`config.mk`:
```
export PLATFORM = sky130hd
export DESIGN_NAME = param_shift_reg
export DESIGN_NICKNAME = d
export VERILOG_FILES = /design/src/rtl/param_shift_reg.sv
export SDC_FILE = /design/constraint.sdc
export NUM_CORES = 1
export LEC_CHECK = 0
export ABC_AREA = 0
export BUFFER_PORTS_ARGS = -buffer_cell sky130_fd_sc_hd__buf_2
export CORE_UTILIZATION = 49
export CTS_CLUSTER_DIAMETER = 80
export DETAILED_ROUTE_END_ITERATION = 8
export PLACE_DENSITY = 0.81
export SLEW_MARGIN = 5
export SYNTH_ARGS = -nofsm -noshare
export SYNTH_HDL_FRONTEND = slang
export SYNTH_SLANG_ARGS = --single-unit
```
`constraint.sdc`:
```
create_clock -name clk -period 1.71 [get_ports clk]
set_input_delay 0.342 -clock clk [delete_from_list [all_inputs] [get_ports clk]]
set_output_delay 0.342 -clock clk [all_outputs]
set_load 0.005 [all_outputs]
```
`src/rtl/param_shift_reg.sv`:
```
// Universal shift register: hold, shift right, shift left and parallel load,
// with a shared shift counter that pulses word_done every WIDTH shifts.
module param_shift_reg #(
    parameter int unsigned       WIDTH     = 8,
    parameter logic [WIDTH-1:0]  RESET_VAL = '0,
    parameter int unsigned       CNT_W     = $clog2(WIDTH + 1)
) (
    input  logic             clk,
    input  logic             reset,
    input  logic             en,
    input  logic [1:0]       mode,
    input  logic             sin_l,
    input  logic             sin_r,
    input  logic [WIDTH-1:0] pdata,
    output logic [WIDTH-1:0] q,
    output logic             sout_l,
    output logic             sout_r,
    output logic [CNT_W-1:0] bit_cnt,
    output logic             word_done
);

    localparam logic [1:0] MODE_HOLD  = 2'b00;
    localparam logic [1:0] MODE_RIGHT = 2'b01;
    localparam logic [1:0] MODE_LEFT  = 2'b10;
    localparam logic [1:0] MODE_LOAD  = 2'b11;

    localparam logic [CNT_W-1:0] CNT_LAST = CNT_W'(WIDTH - 1);
    localparam logic [CNT_W-1:0] CNT_ONE  = CNT_W'(1);

    logic [WIDTH-1:0] r_q;
    logic [CNT_W-1:0] r_cnt;
    logic             r_done;

    logic [WIDTH-1:0] w_q_nxt;
    logic [CNT_W-1:0] w_cnt_nxt;
    logic             w_done_nxt;
    logic             w_wrap;
    logic [CNT_W-1:0] w_cnt_inc;

    assign w_wrap    = (r_cnt == CNT_LAST);
    assign w_cnt_inc = r_cnt + CNT_ONE;

    // Next-state: word_done defaults low so a pulse can never stretch.
    always_comb begin
        w_q_nxt    = r_q;
        w_cnt_nxt  = r_cnt;
        w_done_nxt = 1'b0;
        if (en) begin
            unique case (mode)
                MODE_HOLD: begin
                    w_q_nxt = r_q;
                end
                MODE_RIGHT: begin
                    w_q_nxt    = {sin_l, r_q[WIDTH-1:1]};
                    w_cnt_nxt  = w_wrap ? '0 : w_cnt_inc;
                    w_done_nxt = w_wrap;
                end
                MODE_LEFT: begin
                    w_q_nxt    = {r_q[WIDTH-2:0], sin_r};
                    w_cnt_nxt  = w_wrap ? '0 : w_cnt_inc;
                    w_done_nxt = w_wrap;
                end
                MODE_LOAD: begin
                    w_q_nxt   = pdata;
                    w_cnt_nxt = '0;
                end
                default: begin
                    w_q_nxt = r_q;
                end
            endcase
        end
    end

    always_ff @(posedge clk or negedge reset) begin
        if (!reset) begin
            r_q    <= RESET_VAL;
            r_cnt  <= '0;
            r_done <= 1'b0;
        end else begin
            r_q    <= w_q_nxt;
            r_cnt  <= w_cnt_nxt;
            r_done <= w_done_nxt;
        end
    end

    assign q         = r_q;
    assign bit_cnt   = r_cnt;
    assign word_done = r_done;
    assign sout_l    = r_q[WIDTH-1];
    assign sout_r    = r_q[0];

endmodule

```
==> qor.tcl, run 1 <==
set qor(first_global_vias) 516
set qor(initial_core_util_pct) 54.32
set qor(multi_input_comb_area_sq_um) 356.6
set qor(viasPerCell) 5.603
set qor(wire_length_of_the_first_global_routing_pass_mm) 2.180
set qor(maxClockFrequency_mhz) 811.3
set qor(fin_setup_tns_ns) 0
set qor(later_pin_clock_latency_in_the_skew_report_ns) 0.27
set qor(tritoncts_num_sinks) 13
set qor(hold_viol_final) 0
set qor(startpoint_type) {input pin}
set qor(period_share_pct) 72.09
set qor(netlist_instances) 76
set qor(power_per_cell_area_mw_per_mm2) 1000
set qor(area.growth.synth_to_final_pct) 24.87
set qor(synthAdderAreaFrac_pct) 6.908
set qor(worst_clk_skew_ns) 0.003741
set qor(post_synth_main_area_contributors) {dfrtp_1 45%, a22o_1 9.7%, o21ai_1 8.3%, ha_1 6.9%, nand2_1 5.7%}
set qor(peak_supply_drop_mv) 0.6273
set qor(synthMuxAreaShare_pct) 0
set qor(p_total_mw) 0.9050
set qor(synth_area_leader) {dfrtp_1}
set qor(drt_first_pass_iters) 4
set qor(worstHoldPathType) {in2reg}
set qor(die_outline_area_sq_mm) 0.001636
set qor(yosys.area_share.simple_pct) 14.68
set qor(end_kind) {flip-flop}
set qor(remaining_drc_errors) 0
set qor(netlist-cell-type-count) 20
set qor(num-fill-cells) 120
set qor(slew_violations) 0
set qor(route.antenna.remaining_nets) 0
set qor(synth-warning-count) 0
set qor(cts.repair_timing.setup_buffer_count) 0
set qor(power.leakage_nw) 0.4804
set qor(global_route.usage.total_pct) 20.60
set qor(wl_mm) 1.539
set qor(main_combinational_cell_family_by_area_after_synthesis) {compound AO/OA/AOI/OAI gates}
set qor(slew_headroom_pct) 74.77
set qor(unrepaired_setup_endpoints_after_global_routing) {no}
set qor(pin_count) 30
set qor(syn-mean-instance-area_sq_um) 9.532
set qor(finalNetCount) 126
set qor(yosys_register_bits) 13
set qor(yosysTopAreaCellShare_pct) 44.91
set qor(largest_net_degree_at_the_start_of_global_routing) 14
set qor(synth-seq-area-share_pct) 44.91
set qor(worstPathArrival_ns) 1.40
set qor(insertedDiodeCount) 0
set qor(timing.final.setup_violations) 0
set qor(routabilityCongestion) 0.7950
set qor(max_cap_viol_count) 0
set qor(place.port_buffers) 29
set qor(fp-row-count) 13
set qor(yosys.area_share.xor_xnor_pct) 0
set qor(setup.worst_path.class) {in2reg}
set qor(detailedPlacementHpwl_mm) 1.156
set qor(cts.clk_slew.worst_paths_ns) 0.08
set qor(path_max_fanout) 12
set qor(dr_total_vias) 678
set qor(number_of_buffers_between_clock_root_and_the_deepest_sink) 2
set qor(die-width_um) 40.45
set qor(drt-wirelength-per-cell_um) 12.72
set qor(synth_area_sq_um) 724.4
set qor(die-height_um) 40.45
set qor(initial_antenna_violation_count) 0
set qor(tritoncts) {built}
set qor(standard_cell_core_area_sq_mm) 0.001334
set qor(cts_root_buf) {clkbuf_4}
set qor(global_route.overflow_total) 0
set qor(regArea_sq_um) 325.3
set qor(mappedNetlistNets) 95
set qor(worst_ep_required_time_ns) 1.88
set qor(synth-compound-area-share_pct) 27.63
set qor(layout-drive-gt1-share_pct) 35.85
set qor(final.min_clock_period_ns) 1.233
set qor(drtIter0Drc) 10
set qor(cts_htree_levels) 1
set qor(worst_pin_slew_ns) 0.3785
set qor(tritoncts.num_buffers) 3
set qor(status) {finished, final reports clean}
==> layout by cell type (no fill, tap or decap), types with 2 or more instances in the layout <==
cell / synthesis / layout
dfrtp_1: 13 / 13
nand2_1: 11 / 11
o21ai_1: 12 / 12
ha_1: 4 / 4
a21oi_1: 8 / 8
a22o_1: 8 / 8
clkbuf_4: 0 / 3
buf_4: 3 / 2
nor2_1: 2 / 2
nand2b_1: 2 / 2
inv_1: 2 / 2
buf_2: 1 / 29
==> path summary, 6_finish.rpt <==
check / startpoint / to / slack [ns] / cells past startpoint
max: mode[0] / bit_cnt[3] / 0.48 / 6
min: sin_l / q[7] / 0.33 / 3
max reg2reg: bit_cnt[0] / bit_cnt[0] / 0.48 / 4
min reg2reg: bit_cnt[3] / bit_cnt[3] / 0.54 / 1
max in group asynchronous: reset / q[0] / 1.00 / 2
min in group asynchronous: reset / bit_cnt[2] / 0.49 / 2
==> cell families (layout without fill, tap and decap cells) <==
group	after synthesis	count (layout)
simple gates	20	20
flops	13	13
buf+inv	8	38
compound gates	31	31
fa+ha+maj	4	4
==> cells in the mapped netlist <==
cell type	instances
dfrtp_1	13
o21ai_1	12
nand2_1	11
a21oi_1	8
a22o_1	8
ha_1	4
buf_4	3
clkbuf_1	2
inv_1	2
nand2b_1	2
nor2_1	2
a31oi_1	1
and3_1	1
buf_2	1
nand2b_4	1
nand3_1	1
nor2_4	1
o31ai_1	1
o41ai_2	1
or2_4	1
==> final cells by class <==
| class | count | area share (%) |
|---|---|---|
| multi-input cells | 55 | 39.42 |
| flip-flops and latches | 13 | 35.96 |
| repair buffers | 32 | 18.81 |
| clock buffers | 4 | 2.905 |
| well taps | 15 | 2.075 |
| inverters | 2 | 0.8299 |
==> flip-flops by register name, indices dropped and copies added, names as in the netlist <==
name / flops
bit_cnt: 4
word_done: 1
q: 8
==> critical path, cell delays in order <==
cell and delay, ns:
buf_2 0.09, inv_1 0.05, ha_1 0.19, nand2b_4 0.19, or2_4 0.26, o41ai_2 0.28
==> per-stage QoR <==
step | util, % | cells | hold WS [ns] | instance area [sq um] | worst slack (ns)
4_1_cts | 67.82 | 121 | 0.3268 | 904.6 | 0.4743
3_5_place_dp | 65.10 | 116 | 0.2389 | 868.3 | 0.1973
6_report | 67.82 | 121 | 0.3309 | 904.6 | 0.4773
3_3_place_gp | 65.10 | 116 | 0.2421 | 868.3 | 0.2672
2_1_floorplan | - | 76 | 0.04641 | 724.4 | 0.4357
5_1_grt | 67.82 | 121 | 0.3389 | 904.6 | 0.3732
==> routing by layer <==
| layer | up-vias | wire, um | GRT usage (%) |
|---|---|---|---|
| li1 | 328 | - | - |
| met1 | 322 | 678 | 25.00 |
| met2 | 24 | 750 | 33.33 |
| met3 | 4 | 80 | 6.667 |
| met4 | 0 | 28 | 8.333 |
| met5 | - | 0 | 0 |
==> where the power goes <==
part	internal, mW	switching (mW)	total, mW	leakage (nW)
sequential	0.372	0.0782	0.450	0.169
combinational	0.139	0.128	0.267	0.297
clock	0.0904	0.0975	0.188	0.0150
total	0.601	0.304	0.905	0.480
==> repair_timing <==
item	CTS	global route
hold endpoints to repair	13	0
hold buffers	1	0
gates resized for setup	0	0
(Power assumes the default switching activity.)
==> run 2, diff against run 1 <==
- ABC_AREA: 0 -> 1
- CORE_UTILIZATION: 49 -> 43
- PLACE_DENSITY: 0.81 -> 0.74
- clock period: 1.71 -> 1 ns (I/O delays scaled with it)
==> run 2 against run 1 <==
The flow now finishes with violations (negative setup slack). Design area is 34% higher. Global-route usage is 0.58 points higher. Flip-flop and latch count stayed put. Sequential power is 58% higher. Synthesized cell count is 47% higher. Sequential share of layout area is 9.0 points lower. Largest cell class unchanged.
==> qor.tcl, run 2 <==
set qor(post_synth_main_area_contributors) {dfrtp_1 40%, nand2_1 27%, nand3_1 7.4%, ha_1 6.2%, buf_4 3.7%}
set qor(die_outline_area_sq_mm) 0.002066 ;# +26%
set qor(violations) {negative setup slack}
set qor(later_pin_clock_latency_in_the_skew_report_ns) 0.27 ;# about the same
set qor(number_of_buffers_between_clock_root_and_the_deepest_sink) 2 ;# unchanged
set qor(drtIter0Drc) 15 ;# +5
set qor(place.port_buffers) 29 ;# unchanged
set qor(final.min_clock_period_ns) 1.111
set qor(critPathTopFamily) {flip-flops}
set qor(cp_cell_sequence) {buf_6 > buf_6}
set qor(core_util_final_pct) 69.39 ;# +1.6 points
set qor(fp-row-count) 15 ;# +2
set qor(power_per_cell_area_mw_per_mm2) 1630 ;# +63%
set qor(route.antenna.remaining_nets) 0 ;# unchanged
set qor(viasPerCell) 4.612 ;# -18%
set qor(unrepaired_setup_endpoints_after_global_routing) {yes}
set qor(startpoint_type) {flip-flop}
set qor(regToRegEndpoint) {bit_cnt[3]}
set qor(synth_edf_count) 0 ;# unchanged
set qor(drt-wirelength-per-cell_um) 10.38 ;# -18%
set qor(fin_setup_tns_ns) -0.4223 ;# -0.4223 ns
set qor(synth-async-reset-ratio_pct) 100.0 ;# unchanged
set qor(peak_supply_drop_mv) 1.208 ;# +93%
set qor(placedCellCount) 169 ;# +46%
set qor(netlist_instances) 112 ;# +47%
set qor(worst_ep_required_time_ns) 0.80 ;# -1.08 ns
set qor(largest_net_degree_at_the_start_of_global_routing) 14 ;# unchanged
set qor(multi_input_comb_area_sq_um) 437.9 ;# +23%
set qor(finalNetCount) 183 ;# +45%
set qor(routabilityCongestion) 0.8735 ;# +9.9%
set qor(drt_first_pass_iters) 4 ;# unchanged
set qor(timing.final.setup_violations) 7 ;# +7
set qor(global_route.usage.total_pct) 21.18 ;# +0.58 points
set qor(holdPathStages) 3 ;# unchanged
set qor(power.leakage_nw) 0.6956 ;# +45%
set qor(setup.worst_path.class) {reg2out}
set qor(path_max_fanout) 2 ;# -10
set qor(wire_length_of_the_first_global_routing_pass_mm) 3.105 ;# +42%
set qor(regArea_sq_um) 326.6 ;# +0.38%
set qor(worstHoldPathType) {in2reg}
set qor(period_share_pct) 111.1
set qor(status) {finished with violations}
set qor(slew_violations) 0 ;# unchanged
set qor(ys.flop_type) {dfrtp_1}
set qor(mappedNetlistNets) 131 ;# +38%
set qor(dominant_cell_by_count_in_the_synthesized_netlist) {nand2_1}
set qor(netlist-cell-type-count) 17 ;# -15%
set qor(global_route.overflow_total) 0 ;# unchanged
set qor(synth-seq-area-share_pct) 40.06 ;# -4.8 points
set qor(hold_viol_final) 0 ;# unchanged
set qor(register_to_register_setup_slack_ns) -0.07 ;# -0.55 ns
set qor(final_critical_path_setup_slack_ns) -0.1114 ;# -0.5887 ns
set qor(synth_area_sq_um) 812.0 ;# +12%
set qor(layout.cells.most_common) {nand2_1}
set qor(r2r.worst_path.cells) 7 ;# +3
set qor(hold_start) {en}
set qor(slew_headroom_pct) 79.07 ;# +4.3 points
set qor(initial_core_util_pct) 46.52 ;# -7.8 points
set qor(hold_path_end) {word_done}
set qor(mostFrequentLayoutCells) {57 x nand2_1, 26 x buf_2, 19 x buf_4}
set qor(cts.clk_slew.worst_paths_ns) 0.07 ;# about the same
set qor(wl_mm) 1.951 ;# +27%
set qor(die-height_um) 45.46 ;# +12%
set qor(cts_htree_levels) 1 ;# unchanged
set qor(worst_clk_skew_ns) 0.006617 ;# +0.002876 ns
set qor(synth_area_leader) {dfrtp_1}
set qor(maxClockFrequency_mhz) 899.8
set qor(yosys_register_bits) 13 ;# unchanged
set qor(crit-reg2reg-launch) {bit_cnt[0]}
set qor(insertedDiodeCount) 0 ;# unchanged
set qor(cts_root_buf) {clkbuf_4}
set qor(end_kind) {output port}
set qor(max_cap_viol_count) 0 ;# unchanged
set qor(initial_antenna_violation_count) 0 ;# unchanged
set qor(layout-drive-gt1-share_pct) 41.10 ;# +5.3 points
set qor(dr_total_vias) 867 ;# +28%
set qor(worst_pin_slew_ns) 0.3139 ;# -0.06460 ns
set qor(die-width_um) 45.46 ;# +12%
set qor(netlist_top_cells_count) {58 x nand2_1, 13 x dfrtp_1, 12 x nand3_1}
set qor(critical-path-max-stage-delay_ns) 0.41 ;# +0.13 ns
set qor(yosysTopAreaCellShare_pct) 40.06 ;# -4.8 points
set qor(num-fill-cells) 161 ;# +34%
set qor(worst-path-buf-inv) 2 ;# unchanged
set qor(path_common_cell) {buf_6}
set qor(first_global_vias) 794 ;# +54%
set qor(largest_register_ff_count) 8 ;# unchanged
set qor(tritoncts_num_sinks) 13 ;# unchanged
set qor(tritoncts.num_buffers) 3 ;# unchanged
set qor(remaining_drc_errors) 0 ;# unchanged
set qor(syn-mean-instance-area_sq_um) 7.250 ;# -24%
set qor(area.growth.synth_to_final_pct) 49.15
set qor(detailedPlacementHpwl_mm) 1.369 ;# +18%
set qor(pin_count) 30 ;# unchanged
set qor(finish.cell_count_without_fillers) 188 ;# +55%
set qor(worstPathArrival_ns) 0.91 ;# -0.49 ns
set qor(synth-warning-count) 0 ;# unchanged
set qor(worst_path_max_delay_cell) {dfrtp_1}
set qor(tritoncts) {built}
set qor(standard_cell_core_area_sq_mm) 0.001745 ;# +31%
## run 2: power breakdown
| part | total [mW] | switching (mW) | internal (mW) |
|---|---|---|---|
| registers | 0.712 | 0.0722 | 0.640 |
| clock network | 0.321 | 0.167 | 0.155 |
| logic | 0.941 | 0.414 | 0.527 |
## run 2: kinds of logic after synthesis
kind of cell / after synthesis / share of synthesized area [%]
simple gates: 79 / 42.68
compound gates: 3 / 2.310
fa+ha+maj: 4 / 6.164
flops: 13 / 40.06
buf+inv: 13 / 8.783
## run 2: layer usage
metal	vias up	part of all wire (%)	global-route usage (%)
li1	449	-	-
met1	392	45	22.89
met2	22	50	38.86
met3	4	3.6	3.571
met4	0	1.2	10.91
met5	-	0	0
## run 2: worst max-delay path by stage
stage / start / end / slack (ns) / cells after the start
finish: bit_cnt[0] / bit_cnt[0] / -0.11 / 2
global route: bit_cnt[0] / bit_cnt[3] / -0.15 / 7
CTS: bit_cnt[0] / bit_cnt[0] / -0.11 / 2
detailed placement: mode[0] / q[6] / -0.27 / 8
global placement: mode[0] / q[1] / -0.23 / 8
floorplan: bit_cnt[0] / bit_cnt[3] / -0.03 / 6
## run 2: worst reg2reg max path: cells and delay by family (launching register included)
| kind | cells | cell delay, ns |
|---|---|---|
| adders and majority gates | 1 | 0.16 |
| and+or+nand+nor | 5 | 0.31 |
| buffers and inverters | 1 | 0.15 |
| DFF | 1 | 0.41 |
## run 2: what timing repair did
action	CTS	global route
setup endpoints to repair	14	27
resized for setup	9	2
pin swaps	0	1
hold buffers	1	0
setup buffers	14	0
hold endpoints to repair	13	0
## run 2: area by class of cell
cell class | count | area share (%)
clock buffers | 4 | 2.169
flip-flops and latches | 13 | 26.96
inverters | 8 | 2.479
multi-input cells | 86 | 36.16
repair buffers | 52 | 29.65
well taps | 25 | 2.583
## run 2: metrics by stage
step / hold WS, ns / power, mW / worst slack (ns) / area, sq um
after floorplan: -0.09559 / 1.060 / -0.02713 / 814.5
after global placement: 0.1035 / 1.314 / -0.2324 / 1022
after detailed placement: 0.1125 / 1.329 / -0.2740 / 1022
after CTS: 0.1809 / 1.955 / -0.1095 / 1202
after global routing: 0.1825 / 2.140 / -0.1532 / 1211
final: 0.1935 / 1.974 / -0.1114 / 1211
==> run 3, diff against run 2 <==
- GPL_TIMING_DRIVEN: not set -> 0
==> run 3 against run 2 <==
Critical path type unchanged. Power shrank 4.7%. Die area is the same. Critical path depth is the same. The run still ends with negative setup slack left. First-iteration DRC count shrank 33%. Critical endpoint is now q[7].
==> qor.tcl, run 3 (synthesis gave the netlist of run 2 again) <==
set qor(area.growth.synth_to_final_pct) 43.45
set qor(standard_cell_core_area_sq_mm) 0.001745 ;# unchanged
set qor(die-width_um) 45.46 ;# unchanged
set qor(number_of_buffers_between_clock_root_and_the_deepest_sink) 2 ;# unchanged
set qor(remaining_drc_errors) 0 ;# unchanged
set qor(regToRegEndpoint) {bit_cnt[3]}
set qor(initial_antenna_violation_count) 0 ;# unchanged
set qor(hold_path_end) {word_done}
set qor(tritoncts_num_sinks) 13 ;# unchanged
set qor(cts_htree_levels) 1 ;# unchanged
set qor(r2r.worst_path.cells) 6 ;# -1
set qor(max_cap_viol_count) 0 ;# unchanged
set qor(status) {finished with violations}
set qor(global_route.usage.total_pct) 21.76 ;# +0.58 points
set qor(dr_total_vias) 857 ;# -1.2%
set qor(final_critical_path_setup_slack_ns) -0.1178 ;# -0.006406 ns
set qor(finalInstanceArea_sq_mm) 0.001165 ;# -3.8%
set qor(maxClockFrequency_mhz) 894.6 ;# -0.57%
set qor(unrepaired_setup_endpoints_after_global_routing) {yes}
set qor(setup.worst_path.class) {reg2out}
set qor(insertedDiodeCount) 0 ;# unchanged
set qor(timing.final.setup_violations) 8 ;# +1
set qor(initial_core_util_pct) 46.52 ;# unchanged
set qor(drtIter0Drc) 10 ;# -5
set qor(largest_register_ff_count) 8 ;# unchanged
set qor(drt_first_pass_iters) 4 ;# unchanged
set qor(die-height_um) 45.46 ;# unchanged
set qor(layout-drive-gt1-share_pct) 41.14 ;# about the same
set qor(wl_mm) 2.061 ;# +5.6%
set qor(cts.clk_slew.worst_paths_ns) 0.08 ;# about the same
set qor(finalNetCount) 178 ;# -2.7%
set qor(period_share_pct) 111.8 ;# +0.64 points
set qor(startpoint_type) {flip-flop}
set qor(later_pin_clock_latency_in_the_skew_report_ns) 0.27 ;# about the same
set qor(pin_count) 30 ;# unchanged
set qor(worstPathArrival_ns) 0.92 ;# about the same
set qor(power.leakage_nw) 0.6677 ;# -4.0%
set qor(final.min_clock_period_ns) 1.118 ;# +0.006406 ns
set qor(placed_instance_area_sq_um) 991.0 ;# -3.1%
set qor(mostFrequentLayoutCells) {56 x nand2_1, 27 x buf_2, 14 x buf_4}
set qor(slew_violations) 0 ;# unchanged
set qor(num-fill-cells) 172 ;# +6.8%
set qor(detailedPlacementHpwl_mm) 1.292 ;# -5.6%
set qor(tritoncts.num_buffers) 3 ;# unchanged
set qor(peak_supply_drop_mv) 1.090 ;# -9.8%
set qor(crit-reg2reg-launch) {bit_cnt[1]}
set qor(worst_ep_required_time_ns) 0.80 ;# about the same
set qor(cts_root_buf) {clkbuf_4}
set qor(largest_net_degree_at_the_start_of_global_routing) 14 ;# unchanged
set qor(layout.cells.most_common) {nand2_1}
set qor(finish.cell_count_without_fillers) 183 ;# -2.7%
set qor(route.antenna.remaining_nets) 0 ;# unchanged
set qor(placedCellCount) 166 ;# -1.8%
set qor(tritoncts) {built}
set qor(worst_clk_skew_ns) 0.005297 ;# -0.001321 ns
set qor(routabilityCongestion) 0.7169 ;# -18%
set qor(crit_path_start) {q[7]}
set qor(register_to_register_setup_slack_ns) -0.09 ;# -0.02 ns
set qor(first_global_vias) 758 ;# -4.5%
set qor(slew_headroom_pct) 78.68 ;# -0.40 points
set qor(global_route.overflow_total) 0 ;# unchanged
set qor(path_max_fanout) 4 ;# +2
set qor(hold_start) {en}
set qor(worst_pin_slew_ns) 0.3198 ;# +0.005934 ns
set qor(fp-row-count) 15 ;# unchanged
set qor(drt-wirelength-per-cell_um) 11.26 ;# +8.5%
set qor(wire_length_of_the_first_global_routing_pass_mm) 3.187 ;# +2.6%
set qor(viasPerCell) 4.683 ;# +1.5%
set qor(holdPathStages) 3 ;# unchanged
set qor(violations) {negative setup slack}
set qor(place.port_buffers) 29 ;# unchanged
set qor(end_kind) {output port}
set qor(worstHoldPathType) {in2reg}
set qor(power_per_cell_area_mw_per_mm2) 1616 ;# -0.87%
set qor(die_outline_area_sq_mm) 0.002066 ;# unchanged
set qor(hold_viol_final) 0 ;# unchanged
run 3: metal layers:
layer / part of all wire, % / global-route usage, % / routed length, um / up-vias
met5: 0 / 0 / 0 / -
met4: 0.58 / 9.091 / 12 / 0
met3: 5.2 / 2.778 / 107 / 2
met2: 51 / 37.14 / 1045 / 28
met1: 43 / 27.36 / 896 / 388
li1: - / - / - / 439
run 3: through the flow:
stage                     hold WS, ns  power, mW  util (%)  setup TNS [ns]  setup slack, ns
after CTS                      0.1754      1.847     66.02         -0.4893          -0.1249
final                          0.1820      1.883     66.74         -0.5411          -0.1178
after floorplan              -0.09559      1.060         -        -0.03451         -0.02713
after global placement         0.1056      1.271     56.77          -1.847          -0.1878
after global routing           0.1834      2.014     66.74         -0.8682          -0.1574
after detailed placement       0.1125      1.294     56.77          -1.960          -0.1991
run 3: final cells by class:
class	count	area (sq um)	share of cell area [%]
timing repair buffer	42	257.7	22.13
sequential	13	329.1	28.25
clock buffer	4	26.28	2.256
inverter	8	30.03	2.578
tap	25	31.28	2.685
buffer	5	48.80	4.189
multi-input combinational	86	441.7	37.92
run 3: worst max-delay path by stage:
stage          slack, ns         end
2_1_floorplan      -0.03  bit_cnt[3]
5_1_grt            -0.16  bit_cnt[3]
4_1_cts            -0.12        q[7]
3_5_place_dp       -0.20  bit_cnt[2]
6_report           -0.12        q[7]
3_3_place_gp       -0.19  bit_cnt[2]
run 3: worst max-delay path, cell delays in order (launching register included):
cell and delay (ns):
dfrtp_1 0.42, buf_6 0.13, buf_6 0.10
run 3: where the power goes:
| part | switching, mW | total, mW | internal (mW) |
|---|---|---|---|
| clock | 0.172 | 0.326 | 0.154 |
| combinational | 0.387 | 0.817 | 0.430 |
| sequential | 0.0950 | 0.739 | 0.644 |
| total | 0.654 | 1.88 | 1.23 |
run 3: what timing repair did:
action                     4_1_cts  5_1_grt
setup endpoints to repair       18       15
pin swaps                        2        3
gates resized for setup         10        3
hold endpoints to repair        13        0
hold buffers                     1        0
buffers inserted                12        0
